[src/rtl/alu_pkg.sv]
// rtl/alu_pkg.sv - shared widths, ALU opcodes and arbiter state encoding
//
// Purpose : constants shared by the ALU arbiter slice.
// Contents: OPW/AW/BW/RW default widths, ALU opcode constants,
//           IDLE/EXEC/RESP state encoding, latency counter width.
package alu_pkg;

    localparam int OPW  = 3;
    localparam int AW   = 8;
    localparam int BW   = 10;
    localparam int RW   = 10;

    // Latency counter holds ALU_LATENCY, legal range 1..7.
    localparam int CNTW = 3;

    localparam logic [OPW-1:0] OP_NOP = 3'd0;
    localparam logic [OPW-1:0] OP_ADD = 3'd1;

    typedef enum logic [1:0] {
        ST_IDLE = 2'd0,
        ST_EXEC = 2'd1,
        ST_RESP = 2'd2
    } state_t;

endpackage

[src/rtl/rr_arbiter2.sv]
// rtl/rr_arbiter2.sv - two-way round-robin grant with pointer update on accept
//
// Purpose : picks one of two requesters; a lone valid port always wins,
//           a tie goes to the port named by the round-robin pointer.
// Ports   : clk, rst    - clock, synchronous active-high reset
//           valid[1:0]  - request present per port
//           enable      - arbiter may accept this cycle
//           ready[1:0]  - one-hot accept strobe (never both set)
//           grant       - index of the winning port
module rr_arbiter2 (
    input  logic       clk,
    input  logic       rst,
    input  logic [1:0] valid,
    input  logic       enable,
    output logic [1:0] ready,
    output logic       grant
);

    logic rr_ptr;

    always_comb begin
        grant = (valid == 2'b11) ? rr_ptr : valid[1];
        ready = {enable & valid[1] & grant, enable & valid[0] & ~grant};
    end

    // After an accept the other port is favoured; pointer is untouched
    // while nobody is accepted.
    always_ff @(posedge clk) begin
        if (rst) begin
            rr_ptr <= 1'b0;
        end else if (|ready) begin
            rr_ptr <= ~grant;
        end
    end

endmodule

[src/rtl/alu_arbiter.sv]
// rtl/alu_arbiter.sv - shares one pipelined ALU between two requesters
//
// Purpose : round-robin arbitrates port 0 (CPU control) and port 1
//           (datapath master), holds the winning operation on the ALU
//           inputs for ALU_LATENCY+1 cycles, captures out1/flag and
//           returns them to the winner over a valid/ready handshake.
// Ports   : clk, rst                  - clock, synchronous active-high reset
//           reqN_valid/ready          - request handshake, N = 0,1
//           reqN_opcode/a/b           - request payload
//           rspN_valid/ready          - response handshake
//           rspN_result/flag          - captured ALU out1/flag
//           alu_opcode/in1/in2        - to the ALU (0 outside EXEC)
//           alu_out1/flag             - from the ALU
module alu_arbiter #(
    parameter int ALU_LATENCY = 1,
    parameter int OPW         = alu_pkg::OPW,
    parameter int AW          = alu_pkg::AW,
    parameter int BW          = alu_pkg::BW,
    parameter int RW          = alu_pkg::RW
) (
    input  logic           clk,
    input  logic           rst,
    input  logic           req0_valid,
    output logic           req0_ready,
    input  logic [OPW-1:0] req0_opcode,
    input  logic [AW-1:0]  req0_a,
    input  logic [BW-1:0]  req0_b,
    input  logic           req1_valid,
    output logic           req1_ready,
    input  logic [OPW-1:0] req1_opcode,
    input  logic [AW-1:0]  req1_a,
    input  logic [BW-1:0]  req1_b,
    output logic           rsp0_valid,
    input  logic           rsp0_ready,
    output logic [RW-1:0]  rsp0_result,
    output logic           rsp0_flag,
    output logic           rsp1_valid,
    input  logic           rsp1_ready,
    output logic [RW-1:0]  rsp1_result,
    output logic           rsp1_flag,
    output logic [OPW-1:0] alu_opcode,
    output logic [AW-1:0]  alu_in1,
    output logic [BW-1:0]  alu_in2,
    input  logic [RW-1:0]  alu_out1,
    input  logic           alu_flag
);

    import alu_pkg::state_t, alu_pkg::ST_IDLE, alu_pkg::ST_EXEC, alu_pkg::ST_RESP,
           alu_pkg::CNTW;

    localparam logic [CNTW-1:0] LAT = CNTW'(ALU_LATENCY);

    state_t          state;
    logic            owner;
    logic [CNTW-1:0] cnt;
    logic [1:0]      rsp_valid;
    logic [RW-1:0]   result_q;
    logic            flag_q;

    logic [1:0]      req_ready;
    logic            grant;

    rr_arbiter2 u_arb (
        .clk    (clk),
        .rst    (rst),
        .valid  ({req1_valid, req0_valid}),
        .enable (state == ST_IDLE),
        .ready  (req_ready),
        .grant  (grant)
    );

    assign req0_ready  = req_ready[0];
    assign req1_ready  = req_ready[1];
    assign rsp0_valid  = rsp_valid[0];
    assign rsp1_valid  = rsp_valid[1];
    assign rsp0_result = result_q;
    assign rsp1_result = result_q;
    assign rsp0_flag   = flag_q;
    assign rsp1_flag   = flag_q;

    // The alu_* registers double as the latched request: loaded on accept,
    // cleared when the result is captured, so the ALU sees a no-op
    // everywhere except EXEC.
    always_ff @(posedge clk) begin
        if (rst) begin
            state      <= ST_IDLE;
            owner      <= 1'b0;
            cnt        <= '0;
            rsp_valid  <= 2'b00;
            result_q   <= '0;
            flag_q     <= 1'b0;
            alu_opcode <= alu_pkg::OP_NOP;
            alu_in1    <= '0;
            alu_in2    <= '0;
        end else begin
            case (state)
                ST_IDLE: begin
                    if (|req_ready) begin
                        owner      <= grant;
                        alu_opcode <= grant ? req1_opcode : req0_opcode;
                        alu_in1    <= grant ? req1_a      : req0_a;
                        alu_in2    <= grant ? req1_b      : req0_b;
                        cnt        <= LAT;
                        state      <= ST_EXEC;
                    end
                end
                ST_EXEC: begin
                    if (cnt == '0) begin
                        result_q   <= alu_out1;
                        flag_q     <= alu_flag;
                        alu_opcode <= alu_pkg::OP_NOP;
                        alu_in1    <= '0;
                        alu_in2    <= '0;
                        rsp_valid  <= owner ? 2'b10 : 2'b01;
                        state      <= ST_RESP;
                    end else begin
                        cnt <= cnt - 1'b1;
                    end
                end
                ST_RESP: begin
                    if (|(rsp_valid & {rsp1_ready, rsp0_ready})) begin
                        rsp_valid <= 2'b00;
                        state     <= ST_IDLE;
                    end
                end
                default: begin
                    state <= ST_IDLE;
                end
            endcase
        end
    end

endmodule
[config.mk]
export PLATFORM = sky130hd
export DESIGN_NAME = alu_arbiter
export DESIGN_NICKNAME = d
export VERILOG_FILES = /design/src/rtl/alu_pkg.sv /design/src/rtl/rr_arbiter2.sv /design/src/rtl/alu_arbiter.sv
export SDC_FILE = /design/constraint.sdc
export NUM_CORES = 1
export LEC_CHECK = 0
export BUFFER_PORTS_ARGS = -buffer_cell sky130_fd_sc_hd__buf_4
export CORE_AREA = 2 2 66 68
export CTS_BUF_LIST = sky130_fd_sc_hd__clkbuf_8
export CTS_CLUSTER_DIAMETER = 40
export DETAILED_ROUTE_END_ITERATION = 8
export DIE_AREA = 0 0 68 70
export GPL_ROUTABILITY_DRIVEN = 0
export PLACE_DENSITY = 0.85
export SKIP_CTS_REPAIR_TIMING = 1
export SLEW_MARGIN = 10
export SYNTH_ARGS = -nofsm -noshare
export SYNTH_HDL_FRONTEND = slang
export SYNTH_SLANG_ARGS = --single-unit
[constraint.sdc]
create_clock -name clk -period 3.1 [get_ports clk]
set_clock_uncertainty 0.2 [all_clocks]
set_input_delay 0.31 -clock clk [delete_from_list [all_inputs] [get_ports clk]]
set_output_delay 0.31 -clock clk [all_outputs]
set_load 0.03 [all_outputs]
# Yosys cells after proc, flatten, opt, wreduce, memory -nomap -nowiden

Index checks and enable logic that the tools add are counted.

Bitwise operators: 6
Reductions and logical operators: 12
Multiplexer cells: 23
Equal/unequal tests: 7
$add $sub $neg: 1

Operators by type and width:

| cell                                                | number |
|---|---|
| two-way mux 10 bit                                  | 3 |
| two-way mux 8 bit                                   | 3 |
| case mux 10 bit (2 select lines)                    | 1 |
| case mux 8 bit (2 select lines)                     | 1 |
| two-way mux 3 bit                                   | 5 |
| case mux 3 bit (2 select lines)                     | 2 |
| AND reduction 3 bit                                 | 4 |
| two-way mux 2 bit                                   | 5 |
| inequality test 2 bit, second input constant        | 4 |
| case mux 2 bit (3 select lines)                     | 1 |
| bitwise AND 1 bit                                   | 4 |
| equality test 2 bit, second input constant          | 2 |
| case mux 2 bit (2 select lines)                     | 1 |
| AND reduction 2 bit                                 | 2 |
| nonzero test 2 bit                                  | 2 |
| OR reduction 2 bit                                  | 2 |
| logical NOT 3 bit                                   | 1 |
| subtractor 3 x 1 -> 3 bit, second input constant    | 1 |
| bitwise AND 2 bit                                   | 1 |
| equality test 2 x 1 -> 1 bit, second input constant | 1 |
| logical NOT 2 bit                                   | 1 |
| two-way mux 1 bit                                   | 1 |
| NOT 1 bit                                           | 1 |

Input bits: 59
Word-level logic and storage cells: 59
Output and inout bits: 47
Bits in registers: 41

# Depth between registers and ports, before layout

Word-level depth: 7
Gate-level depth with buffers: 8
Mapped depth without buffers: 6

# Hierarchy

Synthesis repeated with hierarchy kept, for this count alone.

Cells, all modules: 209
Area total of the unflattened synthesis: 1,976.9 sq um

Modules (own cells, without submodules):

| module      | area an instance (sq um) | cells an instance | instances | seq. area each (sq um) |
|---|---|---|---|---|
| alu_arbiter | 1,914.3                  | 201               | 1         | 800.8 |
| rr_arbiter2 | 62.6                     | 8                 | 1         | 20.0 |

# Worst setup path after synthesis

No wires, ideal clock.

Kind: reg2out
Start point: register u_arb.rr_ptr
End point: output req0_ready
Path buffers: 1
Required time: 2.590 ns
Setup slack: 1.350 ns
Arrival: 1.240 ns
Stages on the path, launching flop included: 4
Path through: dfxtp_1 -> o21ai_4 -> buf_8 -> nor2b_1

Longest elaborated chain between the ends: 3

RTL lines:

| item                     | RTL line          | RTL |
|---|---|---|
| start: declaration       | rr_arbiter2.sv:19 | `logic rr_ptr;` |
| start signal: assignment | rr_arbiter2.sv:32 | `rr_ptr <= ~grant;` |
| two-way mux 1 bit        | rr_arbiter2.sv:22 | `grant = (valid == 2'b11) ? rr_ptr : valid[1];` |
| NOT 1 bit                | rr_arbiter2.sv:23 | `ready = {enable & valid[1] & grant, enable & valid[0] & ~grant};` |
| bitwise AND 1 bit        | rr_arbiter2.sv:23 |  |
| end: declaration         | alu_arbiter.sv:24 | `output logic req0_ready,` |

No other way between the ends.

# Final worst setup path

Start point: register cnt[0]
End point: register result_q[9], in the netlist rsp0_result[9]

Longest elaborated chain between the ends: 2

RTL lines:

| item                                 | RTL line           | RTL |
|---|---|---|
| start: declaration                   | alu_arbiter.sv:55  | `logic [CNTW-1:0] cnt;` |
| start signal: assignment             | alu_arbiter.sv:117 | `cnt <= cnt - 1'b1;` |
| logical NOT 3 bit                    | alu_arbiter.sv:108 | `if (cnt == '0) begin` |
| AND reduction 2 bit (no source line) | n/a                |  |
| end signal: assignment               | alu_arbiter.sv:109 | `result_q <= alu_out1;` |
| end: declaration                     | alu_arbiter.sv:57  | `logic [RW-1:0] result_q;` |

No other way between the ends.
A chain may end at the register's enable or synchronous reset.

==> flow_summary.toml <==
[run_status]
status = "finished clean"

[min_path]
min_to = "rsp0_result[1]"
min_delay_path_depth = 3
min_path_type = "in -> reg"
hp-start = "alu_out1[1]"

[timing]
max_freq_mhz = 467
fin_setup_tns_ns = 0
slew_headroom = 0.436
fin_worst_hold_slack_ns = 0.0630
tightest_slew_ns = 0.844
drv_slew = 0
setup_viol = 0
min_period_ns = 2.14
fin_crit_sh = 0.691
rsz0062_at_grt = "false"
hold_viol = 0

[floorplan]
start_util = 0.461
ios = 106
die_h_um = 70
core_area_um2 = 4140
dieArea_um2 = 4760
die_w_um = 68
fp-row-count = 24

[global_routing]
overflow = 0
grt_max_degree = 44
grt_pass1_vias = 1677
grt_pass1_wl_mm = 7.03
globalRouteTotalUtil = 0.192
antenna_found_initial = 0

[logic_synthesis]
syn-mean-instance-area_um2 = 9.22
synth_fa_ha_area_frac = 0.0131
synth_nets = 268
syn_area_um2 = 1910
synth_area_leader_cell = "dfxtp_1"
yosysWarnings = 0
ys_top_cells_by_area = "dfxtp_1 (43%), mux2i_1 (11%), a21oi_1 (9.4%)"
synthDistinctLibCells = 31
synth_edf_count = 0
synth_common_cells = "dfxtp_1 (41), a21oi_1 (36), nand2_1 (24)"
synth_seq_cells = 41
synth-xor-area-share = 0
synth_seq_area_share = 0.430
netlist.area_leader.share = 0.430
async_flop_share = 0
synth_top_family_by_area = "compound AO/OA/AOI/OAI gates"
syn_inst = 207
synth_ff_type = "dfxtp_1"
synth_mux_area_frac = 0.110
synth_most_common_cell = "dfxtp_1"
yosys.area_share.simple = 0.113
synth-compound-area-share = 0.219

[detailed_routing]
ant_nets = 0
vias = 1760
wl_mm = 4.40
drt-pass1-iter-count = 4
vias_per_cell = 5.09
drt_iter0_markers = 83
wl_per_cell_um = 12.7
drc = 0

[cts]
htree_levels = 2
cts_max_path_buffers = 2
insertion_delay_ns = 0.29
cts_tree = "built"
cts.sinks = 41
clkSlewWorstSetupHoldPaths_ns = 0.07
cts_made_buffers = 5
cts-root-buf = "clkbuf_8"

[finish]
drive_gt1_frac = 0.401
areaGrowthSynthToFinish_pct = 39.7
final_cells = 346
seq_area_um2 = 821
multi_input_area_um2 = 870
final_net_count = 355
fillers = 355
final_area_um2 = 2670
antenna_cells = 0
fin_util = 0.644

[critical_path]
critPathMostFrequentCell = "nor2b_1"
arrival_ns = 2.16
worstPathMaxFanout = 13
path_class = "reg -> reg"
rrSetupSlack_ns = 0.96
critPathTopFamily = "simple AND/OR/NAND/NOR gates"
rr_worst_depth = 6
rr_endpoint = "rsp0_result[9]"
slowest_delay_ns = 0.73
crit_path_end_kind = "flop"
cp-start-kind = "flop"
worstPathRequired_ns = 3.12
r2r_start = "cnt[0]"
cp_slowest_cell = "nor2b_1"
path_cells = "inv_1, ha_1, nor2b_1, nor2b_1, nand2_1, a21oi_1"
worst-path-buf-inv = 1

[placement]
dp_cells = 339
dp_hpwl_mm = 3.28
dpl_cell_area_um2 = 2580
io_buffer_count = 105

[power]
power.density_nw_per_um2 = 631
p_leak_nw = 1.27
ir_drop_mv = 0.276

[run]
cap_violations = 0
-- layer usage --
metal / wire length, um / track usage
met1: 1770 / 0.210
met2: 2050 / 0.316
met3: 484 / 0.0886
met4: 86 / 0.0733
met5: 0 / 0
-- worst reg2reg max path, cell delays in order, from the launching register on --
cell	delay [ns]
dfxtp_1	0.31
inv_1	0.09
ha_1	0.16
nor2b_1	0.30
nor2b_1	0.73
nand2_1	0.13
a21oi_1	0.15
-- per-stage QoR --
stage	power, W	worst slack [ns]
2_1_floorplan	0.00116	1.35
3_3_place_gp	0.00134	1.07
3_5_place_dp	0.00136	0.959
4_1_cts	0.00170	0.936
5_1_grt	0.00178	0.683
6_report	0.00168	0.959
-- registers in the layout, summed over array words and instances (netlist names) --
register,count
alu_in1,8
alu_in2,10
alu_opcode,3
cnt,3
owner,1
rsp0_flag,1
rsp0_result,10
rsp_valid,2
state,2
u_arb.rr_ptr,1
-- worst max path at each step --
stage	startpoint	endpoint	slack, ns	cells past startpoint
3_5_place_dp	cnt[0]	rsp0_result[2]	0.96	6
5_1_grt	cnt[0]	rsp0_result[7]	0.68	6
4_1_cts	cnt[0]	rsp0_result[2]	0.94	6
2_1_floorplan	u_arb.rr_ptr	req0_ready	1.35	3
3_3_place_gp	cnt[0]	alu_in2[2]	1.07	7
6_report	cnt[0]	rsp0_result[9]	0.96	6
-- layout by cell type, fill, tap and decap left out --
cell      synthesis  final
nor2_1            4      4
o21ai_4           1      1
nand2_1          24     24
clkbuf_8          0      6
nand3b_1          1      1
inv_2             1      1
inv_1             3      4
o32a_1            1      1
a211oi_1         22     22
or4b_1            1      1
dfxtp_1          41     41
nor3_1            3      3
or2b_1            1      1
a311oi_1          1      1
buf_4            16    108
nor2_2            1      1
ha_1              2      2
a221oi_1          1      1
o21ai_0           1      1
nor2b_1           5      5
nand2b_2          1      1
nand2b_1          4      4
mux2i_1          21     21
o21a_1            1      1
o31ai_1           1      1
a21oi_1          36     36
o32ai_1           1      1
-- kinds of logic (layout without fill, tap and decap cells) --
family / after synthesis / after routing
AO/OA/AOI/OAI: 66 / 66
adder cells (fa/ha/maj): 2 / 2
buffers and inverters: 32 / 119
flip-flops: 41 / 41
multiplexers: 21 / 21
AND/OR/NAND/NOR: 45 / 45
-- where the power goes --
part | switching, W | internal, W | total, W
combinational | 0.000404 | 0.000271 | 0.000674
sequential | 0.0000541 | 0.000612 | 0.000666
clock | 0.000169 | 0.000173 | 0.000342
total | 0.000627 | 0.00106 | 0.00168
-- cell type report --
type | count | share of cell area
Tap cell | 52 | 0.0244
Sequential cell | 41 | 0.308
Multi-Input combinational cell | 134 | 0.326
Clock buffer | 6 | 0.0310
Inverter | 4 | 0.00563
Timing Repair Buffer | 108 | 0.304
Clock inverter | 1 | 0.00141
(Power assumes the default switching activity.)
